$ cat src/rtl/sweep_pkg.sv
// Shared constants, types and state encoding for the sine/cosine angle sweeper.
package sweep_pkg;

    localparam int ANGLE_W = 32'd10;   // Q3.7 angle, matches the sine ROM address
    localparam int DATA_W  = 32'd16;   // Q2.14 sample, matches the sine ROM output
    localparam int CNT_W   = 32'd10;   // sample count / index width

    // One bit wider than an angle so a raw angle sum can be compared against it.
    localparam logic [ANGLE_W:0]   TWO_PI  = 11'd804;   // round(2*pi*128)
    localparam logic [ANGLE_W-1:0] HALF_PI = 10'd201;   // round(pi/2*128)

    typedef logic [ANGLE_W-1:0]        angle_t;
    typedef logic signed [DATA_W-1:0]  sample_t;
    typedef logic [CNT_W-1:0]          cnt_t;

    typedef enum logic [1:0] {
        IDLE  = 2'd0,
        RUN   = 2'd1,
        FLUSH = 2'd2
    } state_t;

    // An angle is usable only if it already lies in [0, TWO_PI).
    function automatic logic angle_legal(input angle_t a);
        return ({1'b0, a} < TWO_PI);
    endfunction

endpackage

$ cat src/rtl/angle_wrap_add.sv
// Combinational a + b modulo TWO_PI for operands already in [0, TWO_PI).
module angle_wrap_add
    import sweep_pkg::*;
(
    input  logic [ANGLE_W-1:0] i_a,
    input  logic [ANGLE_W-1:0] i_b,
    output logic [ANGLE_W-1:0] o_sum
);

    // The wrapped result is always below TWO_PI, so the subtraction can be done
    // in ANGLE_W bits and still come out right modulo 2^ANGLE_W.
    localparam logic [ANGLE_W-1:0] TWO_PI_LO = TWO_PI[ANGLE_W-1:0];

    logic [ANGLE_W:0]   w_sum;
    logic [ANGLE_W-1:0] w_sub;

    assign w_sum = {1'b0, i_a} + {1'b0, i_b};
    assign w_sub = w_sum[ANGLE_W-1:0] - TWO_PI_LO;

    // Select the raw or the wrapped sum.
    always_comb begin
        o_sum = w_sum[ANGLE_W-1:0];
        if (w_sum >= TWO_PI) begin
            o_sum = w_sub;
        end else begin
            o_sum = w_sum[ANGLE_W-1:0];
        end
    end

endmodule

$ cat src/rtl/sin_cos_sweep.sv
// Angle sequencer feeding two sine ROM instances (theta and theta + pi/2) and
// streaming the returned (sin, cos, index) samples over valid/ready.
module sin_cos_sweep
    import sweep_pkg::*;
(
    input  logic               clk,
    input  logic               rst_n,
    input  logic               start,
    input  logic [ANGLE_W-1:0] step,
    input  logic [ANGLE_W-1:0] phase0,
    input  logic [CNT_W-1:0]   num_samples,
    output logic [ANGLE_W-1:0] theta_sin,
    output logic [ANGLE_W-1:0] theta_cos,
    input  logic [DATA_W-1:0]  sin_rom,
    input  logic [DATA_W-1:0]  cos_rom,
    output logic               out_valid,
    input  logic               out_ready,
    output logic [DATA_W-1:0]  out_sin,
    output logic [DATA_W-1:0]  out_cos,
    output logic [CNT_W-1:0]   out_idx,
    output logic               busy,
    output logic               done,
    output logic               err
);

    state_t  r_state, w_state_nxt;
    angle_t  r_phase, r_theta_cos, r_step;
    cnt_t    r_remaining, r_idx, r_out_idx;
    sample_t r_out_sin, r_out_cos;
    logic    r_addr_fresh, r_out_valid, r_busy, r_done, r_err;

    angle_t  w_phase_adv, w_phase_nxt, w_cos_nxt;
    logic    w_slot_free, w_pop;
    logic    w_accept, w_reject, w_empty_run, w_capture, w_finish;

    assign w_pop       = r_out_valid & out_ready;
    assign w_slot_free = ~r_out_valid | out_ready;

    angle_wrap_add u_phase_adv (.i_a(r_phase),     .i_b(r_step),  .o_sum(w_phase_adv));
    angle_wrap_add u_cos_ofs   (.i_a(w_phase_nxt), .i_b(HALF_PI), .o_sum(w_cos_nxt));

    // Next-state decode and per-cycle action strobes.
    always_comb begin
        w_state_nxt = r_state;
        w_accept    = 1'b0;
        w_reject    = 1'b0;
        w_empty_run = 1'b0;
        w_capture   = 1'b0;
        w_finish    = 1'b0;
        case (r_state)
            IDLE: begin
                if (start) begin
                    if (!angle_legal(step) || !angle_legal(phase0)) begin
                        w_reject = 1'b1;
                    end else if (num_samples == '0) begin
                        w_empty_run = 1'b1;
                    end else begin
                        w_accept    = 1'b1;
                        w_state_nxt = RUN;
                    end
                end else begin
                    w_state_nxt = IDLE;
                end
            end
            RUN: begin
                // ROM data is only trusted one cycle after the address moved.
                if (r_addr_fresh && w_slot_free) begin
                    w_capture = 1'b1;
                    if (r_remaining == cnt_t'(1'b1)) begin
                        w_state_nxt = FLUSH;
                    end else begin
                        w_state_nxt = RUN;
                    end
                end else begin
                    w_state_nxt = RUN;
                end
            end
            FLUSH: begin
                if (w_pop) begin
                    w_finish    = 1'b1;
                    w_state_nxt = IDLE;
                end else begin
                    w_state_nxt = FLUSH;
                end
            end
            default: begin
                w_state_nxt = IDLE;
            end
        endcase
    end

    // Phase source: start angle on accept, advanced angle on capture, else hold.
    always_comb begin
        w_phase_nxt = r_phase;
        if (w_accept) begin
            w_phase_nxt = phase0;
        end else if (w_capture) begin
            w_phase_nxt = w_phase_adv;
        end else begin
            w_phase_nxt = r_phase;
        end
    end

    // State register.
    always_ff @(posedge clk or negedge rst_n) begin
        if (!rst_n) begin
            r_state <= IDLE;
        end else begin
            r_state <= w_state_nxt;
        end
    end

    // Sweep counters, ROM addresses and the settle flag.
    always_ff @(posedge clk or negedge rst_n) begin
        if (!rst_n) begin
            r_phase      <= '0;
            r_theta_cos  <= '0;
            r_step       <= '0;
            r_remaining  <= '0;
            r_idx        <= '0;
            r_addr_fresh <= 1'b0;
        end else begin
            r_phase     <= w_phase_nxt;
            r_theta_cos <= w_cos_nxt;
            if (w_accept) begin
                r_step       <= step;
                r_remaining  <= num_samples;
                r_idx        <= '0;
                r_addr_fresh <= 1'b0;
            end else if (w_capture) begin
                r_remaining  <= r_remaining - cnt_t'(1'b1);
                r_idx        <= r_idx + cnt_t'(1'b1);
                r_addr_fresh <= 1'b0;
            end else if (r_state == RUN) begin
                r_addr_fresh <= 1'b1;
            end
        end
    end

    // Output sample slot and status flags.
    always_ff @(posedge clk or negedge rst_n) begin
        if (!rst_n) begin
            r_out_sin   <= '0;
            r_out_cos   <= '0;
            r_out_idx   <= '0;
            r_out_valid <= 1'b0;
            r_busy      <= 1'b0;
            r_done      <= 1'b0;
            r_err       <= 1'b0;
        end else begin
            if (w_capture) begin
                r_out_sin   <= sin_rom;
                r_out_cos   <= cos_rom;
                r_out_idx   <= r_idx;
                r_out_valid <= 1'b1;
            end else if (w_pop) begin
                r_out_valid <= 1'b0;
            end
            if (w_reject) begin
                r_err <= 1'b1;
            end else if (w_accept || w_empty_run) begin
                r_err <= 1'b0;
            end
            r_done <= w_empty_run | w_finish;
            r_busy <= (w_state_nxt != IDLE);
        end
    end

    assign theta_sin = r_phase;
    assign theta_cos = r_theta_cos;
    assign out_sin   = r_out_sin;
    assign out_cos   = r_out_cos;
    assign out_idx   = r_out_idx;
    assign out_valid = r_out_valid;
    assign busy      = r_busy;
    assign done      = r_done;
    assign err       = r_err;

endmodule

$ cat config.mk
export PLATFORM = sky130hd
export DESIGN_NAME = sin_cos_sweep
export DESIGN_NICKNAME = d
export VERILOG_FILES = /design/src/rtl/sweep_pkg.sv /design/src/rtl/angle_wrap_add.sv /design/src/rtl/sin_cos_sweep.sv
export SDC_FILE = /design/constraint.sdc
export NUM_CORES = 1
export LEC_CHECK = 0
export CORE_MARGIN = 2
export CORE_UTILIZATION = 46
export DETAILED_ROUTE_END_ITERATION = 8
export MAX_ROUTING_LAYER = met4
export PLACE_DENSITY = 0.82
export SYNTH_ARGS = -nofsm -noshare
export SYNTH_HDL_FRONTEND = slang
export SYNTH_HIERARCHICAL = 1
export SYNTH_SLANG_ARGS = --single-unit
export TNS_END_PERCENT = 20
$ cat constraint.sdc
create_clock -name clk -period 5 [get_ports clk]
set_clock_uncertainty 0.2 [all_clocks]
set_input_delay 0.5 -clock clk [delete_from_list [all_inputs] [get_ports clk]]
set_output_delay 0.5 -clock clk [all_outputs]
set_load 0.01 [all_outputs]
# Word-level counts from Yosys, hierarchy flattened
# Index checks and enable logic that the tools add are counted.
# totals
reg_bits	99
in_bits	66
output_inout_bits	66
wordCells	80
# classes
addsub	6
magnitude_cmp	4
n_eq_ne	3
n_mux	37
bitwise	4
n_reduce_logical	12
# op_table
cell	n
$mux 10	8
$ge 11x10->1 const B	2
$mux 1	22
$lt 10x10->1 const B	2
$sub 10x10->10 const B	2
$mux 2	6
$add 10x10->11	1
$add 10x8->11 const B	1
$add 10x1->10 const B	1
$eq 10x1->1 const B	1
$logic_not 10->1	1
$sub 10x1->10 const B	1
$reduce_bool 2->1	4
$pmux 2 s3	1
$reduce_bool 3->1	1
$eq 2x1->1 const B	1
$eq 2x2->1 const B	1
$logic_not 1->1	2
$logic_not 2->1	1
$logic_or 1x1->1	2
$or 1x1->1	2
$and 1x1->1	1
$logic_and 1x1->1	1
$not 1->1	1

# Logic depth before layout (Yosys ltp)
# depth
depth_word	10
depth_mapped	24
depth_no_buf	24

# Hierarchy
# Netlist, hierarchy kept.
# by_module_without_submodules
module	instances	cells_per_inst	area_per_inst_um2	seq_area_each_um2
sin_cos_sweep	1	406	4126.5	2477.4
angle_wrap_add	2	120	907.1	0.0

# Worst setup path after synthesis
# No wires, ideal clock.
# synth_path
path_type	register to register
from	reg r_phase[1], in the netlist theta_sin[1]
to	reg r_theta_cos[8], in the netlist theta_cos[8]
setup_ns	0.125
arrival_ns	4.727
required_ns	4.675
setup_slack_ns	-0.051
path_stages_with_launch	25
path_buffers	0
synth_period_minus_slack_ns	5.051
cell_sequence	dfrtp_1 -> ha_1 -> a211o_1 -> and2_1 -> or2_2 -> ha_1 -> nand2_1 -> a211o_1 -> a41o_1 -> nand4_1 -> o21ai_2 -> xnor2_1 -> mux2i_1 -> o21ai_0 -> ha_1 -> or2_2 -> a21oi_1 -> or2_2 -> ha_1 -> nand2_1 -> a211o_1 -> a41o_1 -> a32oi_1 -> o21ai_1 -> mux2_2
# synth_between
elab_chain_len	8
word_cells_on_any_way	10
cone_classes	add/sub: 4; order compare: 2; mux: 4
# synth_rtl
element	line_no	source
start, declared	sin_cos_sweep.sv:27	angle_t r_phase, r_theta_cos, r_step;
start signal, assigned	sin_cos_sweep.sv:123	r_phase <= w_phase_nxt;
$add 10x10->11 (*)	angle_wrap_add.sv:17	assign w_sum = {1'b0, i_a} + {1'b0, i_b};
$sub 10x10->10 or $ge 11x10->1 (tied branches)	angle_wrap_add.sv:18, angle_wrap_add.sv:23	
$mux 10 (*)	angle_wrap_add.sv:23	if (w_sum >= TWO_PI) begin
net w_phase_adv[2]	sin_cos_sweep.sv:32	angle_t w_phase_adv, w_phase_nxt, w_cos_nxt;
$mux 10 (*)	sin_cos_sweep.sv:97	end else if (w_capture) begin
$mux 10 (*)	sin_cos_sweep.sv:95	if (w_accept) begin
net w_phase_nxt[2]	sin_cos_sweep.sv:32	
$add 10x8->11 (*)	angle_wrap_add.sv:17	
$sub 10x10->10 or $ge 11x10->1 (tied branches)	angle_wrap_add.sv:18, angle_wrap_add.sv:23	
$mux 10 (*)	angle_wrap_add.sv:23	
net w_cos_nxt[8]	sin_cos_sweep.sv:32	
end signal, assigned	sin_cos_sweep.sv:124	r_theta_cos <= w_cos_nxt;
end, declared	sin_cos_sweep.sv:27	
# Mark *: on every way through the listed nets, which the timed path passes. The rest lies on a longest branch.
# A chain may end at the register's enable or synchronous reset.

# Worst setup path in the final report
# layout_path
from	reg r_phase[2], in the netlist theta_sin[2]
to	reg r_theta_cos[8], in the netlist theta_cos[8]
# The elaborated chain is that of the path after synthesis.

==> metrics.txt <==
DR WL/cell=16.5 um; Final min period=5.01 ns; FFs w/ async S/R, synth=100%; syn avg cell area=9.20 sq um; pin count of the biggest net entering global routing=70; register area share after synthesis=41.7%; Ports=132; CTS H-tree depth=3; layout cells sized above 1=17.6%; critical path required time=5.03 ns; Netlist Area Pre-Place=5940 sq um; Num CTS Buffers=9; worst-path maximum fanout=4; total track usage=23.7%; routed wire length=16,400 um; number of clock sinks=99; failing checks=setup timing; via count=5,522; area delta synth->final=37.8%; initial drt markers=366; Port Buffer Count=131; Reg clk slew, reported paths=0.07 ns; worst-margin pin slew=0.851 ns; vias per cell=5.54; period utilization=100%; Achievable Freq=0.199 GHz; Placer Congestion=0.913; critical path class=reg2reg; commonest cells in the netlist=nand2_1, dfrtp_1, nor2_1, ha_1, a21oi_1; Slew Limit Fails=0; hold_ws=0.0408 ns; Setup WS post-layout=-0.0143 ns; CP Launch Type=flip-flop; Most used DFF post-synth=dfrtp_1; Yosys top cell area share=41.7%; Cells after Synth=646; DRC viols=0; Ys Warns=6; R2R setup slack=-0.01 ns; grt ovf=0; DIE AREA=13,800 sq um; Synth cell types=68; antenna violations before repair=0; clock root buffer=clkbuf_16; status=finished with violations; vias in the first global route=5,313; Chip Width=118 um; first-pass GRT wire length=26,300 um; critical path capture point type=flip-flop; Hold Crit Class=in2async; Fillers=1,019; hold buffers post-CTS=0; drt first pass iters=6; Final setup viols=1; Skew-Pair Late Insertion Delay=0.34 ns; die height=118 um; Worst Reg-to-Reg Cells=24; CTS Buffer Depth=2; antenna viol nets, final=0; Post-synth EDFFs=0; Max Cap Viol=0; FF+latch count, synth=99; crit path DAT=5.04 ns; # nets final=914; Synth area leaders=dfrtp_1, nand2_1, ha_1, mux2_2, mux2i_1; ANT cells=0; DP Wirelength=12,000 um; FF-to-FF End=theta_cos[8]; CTS tree=done; count leader, synth=nand2_1; Initial Util=47.1%; worst r2r src=theta_sin[2]; area leader, netlist=dfrtp_1; final core occ=64.9%; FP Rows=41; endpoints failing hold=0; RSZ-0062 raised after global routing=yes; max_slew headroom=43.3%; core area=12,600 sq um
[layout by cell type, fill, tap and decap left out, types with 6 or more instances in the layout]
cell type / count
clkdlybuf4s50_1: 130
or3_2: 6
buf_4: 50
nand3_1: 14
clkbuf_16: 9
nand4_1: 16
xnor2_1: 11
nor3_1: 7
inv_1: 14
o211ai_1: 8
dfrtp_1: 98
conb_1: 11
o21ai_0: 12
xor2_1: 9
ha_1: 18
a21oi_1: 19
ha_4: 6
mux2_2: 13
a21o_1: 10
o21a_1: 10
mux2i_1: 13
nand2_1: 162
o21ai_1: 8
nor2_1: 28
a221o_1: 11
[layout make-up]
type | count | area [sq um] | area share (%)
tap | 172 | 215 | 2.63
clock inverter | 5 | 43.8 | 0.535
timing repair buffer | 182 | 1700 | 20.8
sequential | 99 | 2480 | 30.3
multi-input combinational | 513 | 3450 | 42.2
inverter | 14 | 52.6 | 0.642
clock buffer | 11 | 243 | 2.97
[state kept, by name, indices dropped and copies added (netlist names)]
signal        cells
theta_sin        10
r_addr_fresh      1
out_sin          16
r_idx            10
r_state           2
err               1
out_cos          16
done              1
theta_cos        10
r_step           10
out_idx          10
out_valid         1
r_remaining      10
busy              1
[through the flow]
step           worst slack, ns  instance area, sq um  instances  setup TNS, ns
4_1_cts                0.00411                  7970        990              0
5_1_grt                 -0.181                  8190        996         -0.939
2_1_floorplan           0.0153                  5990        655              0
3_5_place_dp            -0.192                  7600        968         -0.552
3_3_place_gp            0.0212                  7600        968              0
6_report               -0.0143                  8190        996        -0.0143
[kinds of logic after synthesis]
family	after synthesis	synth area share, %
xor+xnor	22	3.24
mux	27	4.84
compound gates	134	16.4
flops	99	41.7
buf+inv	43	4.42
fa+ha+maj	29	6.36
simple gates	290	22.9
other cells	2	0.126
[repair_timing]
item                       CTS  global route
buffers inserted             6             6
setup endpoints to repair    7             8
pin swaps                   11            25
gates resized for setup      4            37
[layer usage]
layer  global-route usage [%]  wire length, um  share of wire (%)
met5                        -                0                  0
met1                     29.6             6950                 42
met2                     39.1             8310                 51
met3                     3.73              766                4.7
met4                     8.43              380                2.3
[critical path, stage by stage, from the launching register on]
cell	delay, ns
dfrtp_1	0.42
ha_4	0.29
or2_2	0.29
a21oi_2	0.19
or2_4	0.16
ha_4	0.12
nand2_2	0.04
a211o_1	0.29
a41o_1	0.23
nand4_1	0.13
o21ai_2	0.10
xnor2_1	0.14
mux2i_1	0.18
o21ai_2	0.13
ha_4	0.23
or2_4	0.24
a21oi_4	0.17
or2_4	0.15
ha_4	0.12
nand2_2	0.04
a211o_1	0.23
a41o_1	0.25
a32oi_1	0.20
o21ai_1	0.08
mux2_4	0.28
[worst max path at each step]
stage	startpoint	to	slack (ns)	cells after the start
3_5_place_dp	theta_sin[2]	theta_cos[8]	-0.19	24
4_1_cts	theta_sin[3]	theta_cos[8]	0.004	24
6_report	theta_sin[2]	theta_cos[8]	-0.01	24
2_1_floorplan	theta_sin[1]	theta_cos[8]	0.02	24
3_3_place_gp	theta_sin[2]	theta_cos[8]	0.02	24
5_1_grt	theta_sin[2]	theta_cos[8]	-0.18	21
Power is left out: the tool's default activity adds up to more than one toggle a clock period on the data nets, which glitch-free logic cannot reach.
